[config.mk]
export PLATFORM = sky130hd
export DESIGN_NAME = modn_updown_counter
export DESIGN_NICKNAME = d
export VERILOG_FILES = /design/src/rtl/modn_updown_counter.sv
export SDC_FILE = /design/constraint.sdc
export NUM_CORES = 1
export LEC_CHECK = 0
export CAP_MARGIN = 20
export CORE_MARGIN = 5
export CORE_UTILIZATION = 48
export CTS_CLUSTER_DIAMETER = 120
export CTS_CLUSTER_SIZE = 25
export DETAILED_ROUTE_END_ITERATION = 16
export PLACE_DENSITY = 0.75
export SYNTH_ARGS = -nofsm -noshare
export SYNTH_HDL_FRONTEND = slang
export SYNTH_SLANG_ARGS = --single-unit
[constraint.sdc]
create_clock -name clk -period 2.4 [get_ports clk]
set_input_delay 0.48 -clock clk [delete_from_list [all_inputs] [get_ports clk]]
set_output_delay 0.48 -clock clk [all_outputs]
set_load 0.02 [all_outputs]
[src/rtl/modn_updown_counter.sv]
// Programmable mod-M up/down counter with load clamp, registered terminal count and wrap-event counter.
// Optional enabled-cycle prescaler compiled in with `define MODN_CNT_PRESCALE_EN.
module modn_updown_counter #(
    parameter int WIDTH    = 8,
    parameter int WRAP_W   = 8,
    parameter int PRESCALE = 4
) (
    input  logic              clk,
    input  logic              rstn,
    input  logic              en,
    input  logic              up_dn,
    input  logic              load,
    input  logic [WIDTH-1:0]  load_val,
    input  logic [WIDTH-1:0]  mod_val,
    output logic [WIDTH-1:0]  out,
    output logic              tc,
    output logic              load_err,
    output logic [WRAP_W-1:0] wrap_cnt
);

    logic [WIDTH:0]   m_ext;
    logic [WIDTH-1:0] m_top;
    logic             load_oor;
    logic             wrap_up;
    logic             wrap_dn;
    logic             wrap;
    logic [WIDTH-1:0] nxt_step;
    logic             presc_hit;
    logic             step;

    function automatic logic [WIDTH-1:0] clamp_load(input logic [WIDTH-1:0] v,
                                                     input logic [WIDTH:0]   m,
                                                     input logic [WIDTH-1:0] top);
        return ({1'b0, v} < m) ? v : top;
    endfunction

    // Modulus is held on WIDTH+1 bits so mod_val=0 can mean 2^WIDTH; M-1 then wraps to all-ones.
    assign m_ext    = (mod_val == '0) ? {1'b1, {WIDTH{1'b0}}} : {1'b0, mod_val};
    assign m_top    = mod_val - WIDTH'(1);
    assign load_oor = ({1'b0, load_val} >= m_ext);

    // Out-of-range states (out >= M after a modulus drop) wrap in either direction.
    assign wrap_up  = ({1'b0, out} >= (m_ext - (WIDTH+1)'(1)));
    assign wrap_dn  = (out == '0) || ({1'b0, out} >= m_ext);
    assign wrap     = up_dn ? wrap_up : wrap_dn;
    assign nxt_step = up_dn ? (wrap_up ? '0 : out + WIDTH'(1))
                            : (wrap_dn ? m_top : out - WIDTH'(1));

`ifdef MODN_CNT_PRESCALE_EN
    localparam int PW = (PRESCALE > 1) ? $clog2(PRESCALE) : 1;

    logic [PW-1:0] presc;

    assign presc_hit = (presc == PW'(PRESCALE - 1));

    always_ff @(posedge clk or negedge rstn) begin
        if (!rstn) begin
            presc <= '0;
        end else if (load) begin
            presc <= '0;
        end else if (en) begin
            presc <= presc_hit ? '0 : presc + PW'(1);
        end
    end
`else
    // PRESCALE is always >= 1, so without the prescaler every enabled cycle steps.
    assign presc_hit = (PRESCALE >= 1);
`endif

    assign step = en && !load && presc_hit;

    always_ff @(posedge clk or negedge rstn) begin
        if (!rstn) begin
            out      <= '0;
            tc       <= 1'b0;
            load_err <= 1'b0;
            wrap_cnt <= '0;
        end else if (load) begin
            out      <= clamp_load(load_val, m_ext, m_top);
            load_err <= load_oor;
            tc       <= 1'b0;
        end else if (step) begin
            out      <= nxt_step;
            tc       <= wrap;
            load_err <= 1'b0;
            wrap_cnt <= wrap_cnt + {{(WRAP_W-1){1'b0}}, wrap};
        end else begin
            tc       <= 1'b0;
            load_err <= 1'b0;
        end
    end

endmodule

==> flow_summary.json, run 1 <==
{
  "cts_buffers": 3,
  "p_int_uw": 1310,
  "total_power_uw": 2270,
  "seq_area_frac_synth_pct": 22.4,
  "period_needed_ns": 2.83,
  "clkTransAtPathRegs_ns": 0.08,
  "synthDistinctLibCells": 45,
  "crit_path_start_kind": "input pin",
  "wl_um": 6430,
  "diodes": 0,
  "ys.flop_type": "dfrtp_1",
  "arrival_ns": 3.00,
  "drt-initial-drc-count": 183,
  "fin_skew_ns": 0.00851,
  "antenna_found_initial": 0,
  "dp_hpwl_um": 5090,
  "dr.pass1.iters": 4,
  "clkSinkCount": 18,
  "start_util_pct": 50.0,
  "async_reset_ff_share_pct": 100,
  "slew_violations": 0,
  "io_pins": 39,
  "dieWidth_um": 74.8,
  "p_comb_share_pct": 67.7,
  "dr_total_vias": 2224,
  "gp_congestion": 0.892,
  "clk_latency_ns": 0.26,
  "power_frac_clock_pct": 11.1,
  "maxCapViolations": 0,
  "fin_util_pct": 80.1,
  "synth_nets": 286,
  "cts_tree": "yes",
  "rsz0062_at_grt": "yes",
  "drive_above_1_share_pct": 36.9,
  "cp_cell_sequence": "buf_8, nor4_4, and3_4, nor2_4, buf_4, xnor2_1, ha_2, a211oi_1, o21ai_1, a21oi_2, nor2_4, ha_4, ha_4, and3_4, nand2_2, xnor2_2",
  "die_y_um": 74.8,
  "grt_max_degree": 19,
  "cp_max_fo": 3,
  "core_area_um2": 4030,
  "critPathKind": "in -> reg",
  "drc": 0,
  "seqPwrFrac_pct": 21.2,
  "grt_pass1_vias": 2273,
  "grt_util_all_layers_pct": 23.7,
  "grt_overflow_total": 0,
  "finalHoldViolCount": 0,
  "synthCells": 236,
  "synth_edf_count": 0,
  "max_stage_delay_ns": 0.35,
  "layout.nets": 395,
  "p_sw_share_pct": 42.2,
  "htree_levels": 1,
  "leakage_uw": 0.00156,
  "antenna_left": 0,
  "crit_required_ns": 2.57,
  "period_share_pct": 118,
  "via_per_inst": 5.64,
  "io_buffer_count": 38,
  "peakVddDrop_mv": 0.301,
  "violations": "setup timing",
  "p_switching_uw": 958,
  "endpoint_kind": "flop",
  "clock_path_buffers": 2,
  "status": "complete, but fails checks",
  "synth_seq_cells": 18,
  "power.density_nw_per_um2": 703,
  "hp-class": "reg -> reg",
  "routedWlPerCell_um": 16.3,
  "cpMaxStageDelayCell": "nor4_4",
  "yosys_warnings": 0,
  "num_rows": 23,
  "finalWorstSetupSlack_ns": -0.430,
  "cts_root_buffer": "clkbuf_8",
  "syn_avg_cell_area_um2": 8.53,
  "dp_cells": 382,
  "fin_cells": 394,
  "synth_area_um2": 2010,
  "maxSlewHeadroom_pct": 73.5,
  "worst_pin_slew_ns": 0.396,
  "cts_hold_buf": 0,
  "grt_pass1_wl_um": 10300,
  "setup_viol": 16,
  "die_area_um2": 5590,
  "clock.fmax_mhz": 353,
  "area_delta_synth_final_pct": 60.3
}
[stage by stage]
step                setup WS (ns)  hold slack, ns  TNS, ns  instance area [µm²]
finish                     -0.430           0.491    -5.18                 3230
global route               -0.585           0.499    -7.87                 3230
global placement            -1.15           0.476   -18.42                 3010
floorplan                  -0.705           0.184    -7.47                 2110
CTS                        -0.439           0.496    -5.64                 3140
detailed placement          -1.22           0.486   -19.58                 3010
[cell usage after synthesis, types with 2 or more instances]
master    number  area share [%]
nor4_1         3            0.93
inv_1         18             3.4
buf_2          3            0.75
a21o_1         3             1.1
ha_1          29              18
clkbuf_1       3            0.56
and3_1         8             2.5
nand2_1       24             4.5
a31oi_1        5             1.6
nand3b_1       3             1.1
a32oi_1        2            0.87
a21oi_1        7             1.7
a211oi_1       4             1.5
a31o_2         4             1.7
nor2_1        16             3.0
a211o_1        2            0.87
and4_1         2            0.87
dfrtp_1       18              22
xnor2_1       16             7.0
nor2b_1        4             1.2
mux2i_1        7             3.5
mux2_2         2             1.1
o211ai_1       6             2.2
or3_1          2            0.62
xor2_1         3             1.3
nand3_1        7             1.7
nand4_1        6             1.9
o21ai_0        9             2.2
a221o_1        4             2.0
[sequential cells by signal, indices dropped and copies added, names as in the netlist]
signal / cells
tc: 1
out: 8
wrap_cnt: 8
load_err: 1
[cell type report]
cell class                      count  area, µm²
Sequential cell                    18        450
Tap cell                           50       62.6
Fill cell                         291        801
Clock buffer                        4       55.1
Timing Repair Buffer              111        921
Multi-Input combinational cell    193       1670
Inverter                           18       70.1
[cell families (layout without fill, tap and decap cells)]
| kind of cell | count (synthesis) | count (layout) | share of synthesized area [%] |
|---|---|---|---|
| flops | 18 | 18 | 22.4 |
| compound gates | 53 | 53 | 19.9 |
| xor+xnor | 19 | 19 | 8.27 |
| mux | 9 | 9 | 4.60 |
| simple gates | 83 | 83 | 22.0 |
| buf+inv | 25 | 133 | 4.85 |
| fa+ha+maj | 29 | 29 | 18.0 |
[final timing paths]
kind                                          from                       to  slack (ns)  depth (start not counted)
setup / recovery                        mod_val[5]  wrap_cnt[6]$_DFFE_PN0P_       -0.43                         16
hold / removal             wrap_cnt[7]$_DFFE_PN0P_  wrap_cnt[7]$_DFFE_PN0P_        0.49                          1
setup reg to reg                out[2]$_DFFE_PN0P_  wrap_cnt[6]$_DFFE_PN0P_       -0.08                         12
hold reg to reg            wrap_cnt[7]$_DFFE_PN0P_  wrap_cnt[7]$_DFFE_PN0P_        0.49                          1
max in group asynchronous                     rstn       out[7]$_DFFE_PN0P_        1.62                          2
min in group asynchronous                     rstn  wrap_cnt[3]$_DFFE_PN0P_        0.56                          2
[power by group through the flow]
stage | logic, µW | registers (µW) | clock network (µW)
6_report | 1540 | 480 | 252
5_1_grt | 1670 | 491 | 266
4_1_cts | 1510 | 472 | 255
3_5_place_dp | 1450 | 473 | 0
3_3_place_gp | 1400 | 469 | 0
2_1_floorplan | 680 | 617 | 0
[placed cells by master (no fill, tap or decap), types with 7 or more instances in the layout]
cell type	synthesis	routed
buf_4	0	74
clkdlybuf4s50_1	0	30
ha_1	29	25
nor2_1	16	13
xnor2_1	16	13
nand2_1	24	20
mux2i_1	7	7
dfrtp_1	18	18
inv_1	18	15
[layer usage]
metal | up-vias | part of all wire [%] | global-route usage, %
li1 | 1102 | - | -
met1 | 1022 | 41 | 28.6
met2 | 84 | 51 | 43.5
met3 | 16 | 5.8 | 2.00
met4 | 0 | 2.1 | 8.89
met5 | - | 0 | 0
[worst max-delay path, delay by kind of cell]
kind | cells | cell delay [ns]
xor+xnor | 2 | 0.23
simple gates | 6 | 0.98
fa+ha+maj | 3 | 0.50
buf+inv | 2 | 0.22
compound gates | 3 | 0.57
[timing repair]
item	4_1_cts	5_1_grt
setup buffers	5	3
hold endpoints to repair	0	0
gates resized for setup	45	12
pin swaps	11	5
endpoints found under the setup margin	18	18
(Power assumes the default switching activity.)
==> inputs of run 2 (changes only) <==
--- a/config.mk
+++ b/config.mk
@@ -11,6 +11,7 @@
 export CTS_CLUSTER_DIAMETER = 120
 export CTS_CLUSTER_SIZE = 25
 export DETAILED_ROUTE_END_ITERATION = 16
+export HOLD_SLACK_MARGIN = 0.05
 export PLACE_DENSITY = 0.75
 export SYNTH_ARGS = -nofsm -noshare
 export SYNTH_HDL_FRONTEND = slang
==> results of run 2 <==
Final layout, timing and power as in run 1 (identical DEF).
==> inputs of run 3 (changes only) <==
--- a/config.mk
+++ b/config.mk
@@ -5,14 +5,14 @@
 export SDC_FILE = /design/constraint.sdc
 export NUM_CORES = 1
 export LEC_CHECK = 0
-export CAP_MARGIN = 20
 export CORE_MARGIN = 5
-export CORE_UTILIZATION = 48
+export CORE_UTILIZATION = 49
+export CTS_BUF_LIST = sky130_fd_sc_hd__clkbuf_8
 export CTS_CLUSTER_DIAMETER = 120
 export CTS_CLUSTER_SIZE = 25
 export DETAILED_ROUTE_END_ITERATION = 16
 export HOLD_SLACK_MARGIN = 0.05
-export PLACE_DENSITY = 0.75
+export PLACE_DENSITY = 0.76
 export SYNTH_ARGS = -nofsm -noshare
 export SYNTH_HDL_FRONTEND = slang
 export SYNTH_SLANG_ARGS = --single-unit
==> run 3 against run 2 <==
Largest power group unchanged. Worst hold slack improved by 0.012 ns. The run still ends with setup timing left. Combinational power increased by 8%. Global-route usage increased by 0.87 points. Critical path depth increased by 2. Critical endpoint is now out[1]$_DFFE_PN0P_. Clock skew fell by 0.0056 ns. Sequential power barely moved. Highest routed layer unchanged.
==> flow_summary.json, run 3 (synthesis gave the netlist of run 1 again) <==
{
  "status": "complete, but fails checks",
  "violations": "setup timing",
  "drt-initial-drc-count": 155,
  "io_buffer_count": 38,
  "cp_max_fo": 8,
  "max_stage_delay_ns": 0.32,
  "multiInputGateArea_um2": 1770,
  "cp_cell_sequence": "buf_4, inv_4, ha_4, nor2b_4, buf_4, buf_4, and3_1, xnor2_1, ha_1, nand4_1, nor2_1, a21oi_2, buf_4, buf_8, buf_6, a32oi_2, o21ai_1, a21o_1",
  "grtUsageMet3_pct": 1.08,
  "fin_setup_tns_ns": -6.95,
  "grt_busiest_layer": "met2",
  "grt_max_degree": 20,
  "power.density_nw_per_um2": 701,
  "cts_hold_buf": 0,
  "fillCellCount": 233,
  "maxSlewHeadroom_pct": 67.2,
  "dr_total_vias": 2302,
  "io_pins": 39,
  "dieWidth_um": 74.1,
  "grt_use_met1_pct": 29.6,
  "rsz0062_at_grt": "yes",
  "reg2reg_slack_ns": -0.12,
  "layout.area.seq_um2": 450,
  "peakVddDrop_mv": 0.266,
  "period_needed_ns": 2.90,
  "slew_violations": 0,
  "drive_above_1_share_pct": 40.4,
  "start_util_pct": 50.3,
  "cpMaxStageDelayCell": "ha_1",
  "leakage_uw": 0.00161,
  "setup_viol": 17,
  "via_per_inst": 5.87,
  "dp_hpwl_um": 5090,
  "critPathKind": "in -> reg",
  "ff2ff_path_depth": 12,
  "finalHoldViolCount": 0,
  "endpoint_kind": "flop",
  "drc": 0,
  "htree_levels": 1,
  "final_cell_mix": "buf_4 (68), clkdlybuf4s50_1 (30), ha_1 (25)",
  "dr.pass1.iters": 4,
  "post-place-ws_ns": -1.27,
  "crit_path_start_kind": "input pin",
  "critPathCapture": "out[1]$_DFFE_PN0P_",
  "antenna_found_initial": 0,
  "clkSinkCount": 18,
  "fin_skew_ns": 0.00295,
  "cts_tree": "yes",
  "die_y_um": 74.1,
  "core_area_um2": 4000,
  "worst_pin_slew_ns": 0.491,
  "grt_overflow_total": 0,
  "cts_buffers": 3,
  "num_rows": 23,
  "critical_path.startpoint": "mod_val[1]",
  "crit_required_ns": 2.54,
  "die_area_um2": 5490,
  "antenna_left": 0,
  "hp-class": "reg -> reg",
  "routedWlPerCell_um": 18.0,
  "cts_root_buffer": "clkbuf_8",
  "clk_latency_ns": 0.25,
  "clkTransAtPathRegs_ns": 0.07,
  "cp_common_cell": "buf_4",
  "maxCapViolations": 0,
  "top_regs": "out x8, wrap_cnt x8",
  "clock.fmax_mhz": 345,
  "finalWorstSetupSlack_ns": -0.496,
  "gp_congestion": 0.882,
  "area_delta_synth_final_pct": 65.9,
  "grt_pass1_vias": 2281,
  "arrival_ns": 3.04,
  "met2_usage_pct": 45.6,
  "final_common_cell": "buf_4",
  "r2r_end": "wrap_cnt[6]$_DFFE_PN0P_",
  "period_share_pct": 121,
  "layout.nets": 394,
  "grt_pass1_wl_um": 10500,
  "diodes": 0,
  "grt_util_all_layers_pct": 24.6,
  "clock_path_buffers": 2,
  "reg2reg_from": "out[2]$_DFFE_PN0P_",
  "wl_um": 7050
}
==> run 3: how the worst min path moves through the flow <==
| stage | from | end | slack, ns | depth (start not counted) |
|---|---|---|---|---|
| after floorplan | rstn | load_err$_DFF_PN0_ | 0.18 | 0 |
| after global placement | wrap_cnt[7]$_DFFE_PN0P_ | wrap_cnt[7]$_DFFE_PN0P_ | 0.48 | 1 |
| after detailed placement | wrap_cnt[7]$_DFFE_PN0P_ | wrap_cnt[7]$_DFFE_PN0P_ | 0.48 | 1 |
| after CTS | wrap_cnt[7]$_DFFE_PN0P_ | wrap_cnt[7]$_DFFE_PN0P_ | 0.49 | 1 |
| after global routing | wrap_cnt[5]$_DFFE_PN0P_ | wrap_cnt[5]$_DFFE_PN0P_ | 0.53 | 1 |
| final | wrap_cnt[7]$_DFFE_PN0P_ | wrap_cnt[7]$_DFFE_PN0P_ | 0.50 | 1 |
==> run 3: per-layer routing <==
| layer | routed length (µm) | vias to the layer above |
|---|---|---|
| li1 | - | 1090 |
| met4 | 218 | 0 |
| met2 | 3690 | 90 |
| met3 | 340 | 20 |
| met5 | 0 | - |
| met1 | 2800 | 1102 |
==> run 3: layout make-up <==
class	instances	area share, %
Clock buffer	3	1.24
Inverter	18	2.10
Multi-Input combinational cell	193	52.9
Sequential cell	18	13.5
Tap cell	50	1.87
Timing Repair Buffer	110	28.4
==> run 3: timing repair <==
action,4_1_cts,5_1_grt
gates resized for setup,49,31
buffers inserted,6,6
hold endpoints to repair,0,0
pin swaps,22,21
setup endpoints to repair,18,18
==> run 3: worst max-delay path: cells and delay by family <==
family                     cells  cell delay (ns)
and+or+nand+nor                4             0.57
xor gates and xnor gates       1             0.15
buffers and inverters          7             0.84
AOI/OAI and AO/OA              4             0.53
adders and majority gates      2             0.46
==> run 3: metrics by stage <==
stage | cells | utilization (%) | instance area, µm² | hold slack, ns | power (µW)
2_1_floorplan | 236 | - | 2110 | 0.184 | 1300
3_3_place_gp | 379 | 74.9 | 3000 | 0.476 | 1860
3_5_place_dp | 379 | 74.9 | 3000 | 0.479 | 1920
4_1_cts | 388 | 78.9 | 3150 | 0.487 | 2220
5_1_grt | 392 | 83.5 | 3340 | 0.528 | 2490
6_report | 392 | 83.5 | 3340 | 0.503 | 2340
==> run 3: where the power goes <==
part | switching, µW | internal, µW
Clock | 94.4 | 111
Sequential | 94.4 | 385
Combinational | 819 | 839
Total | 1010 | 1330
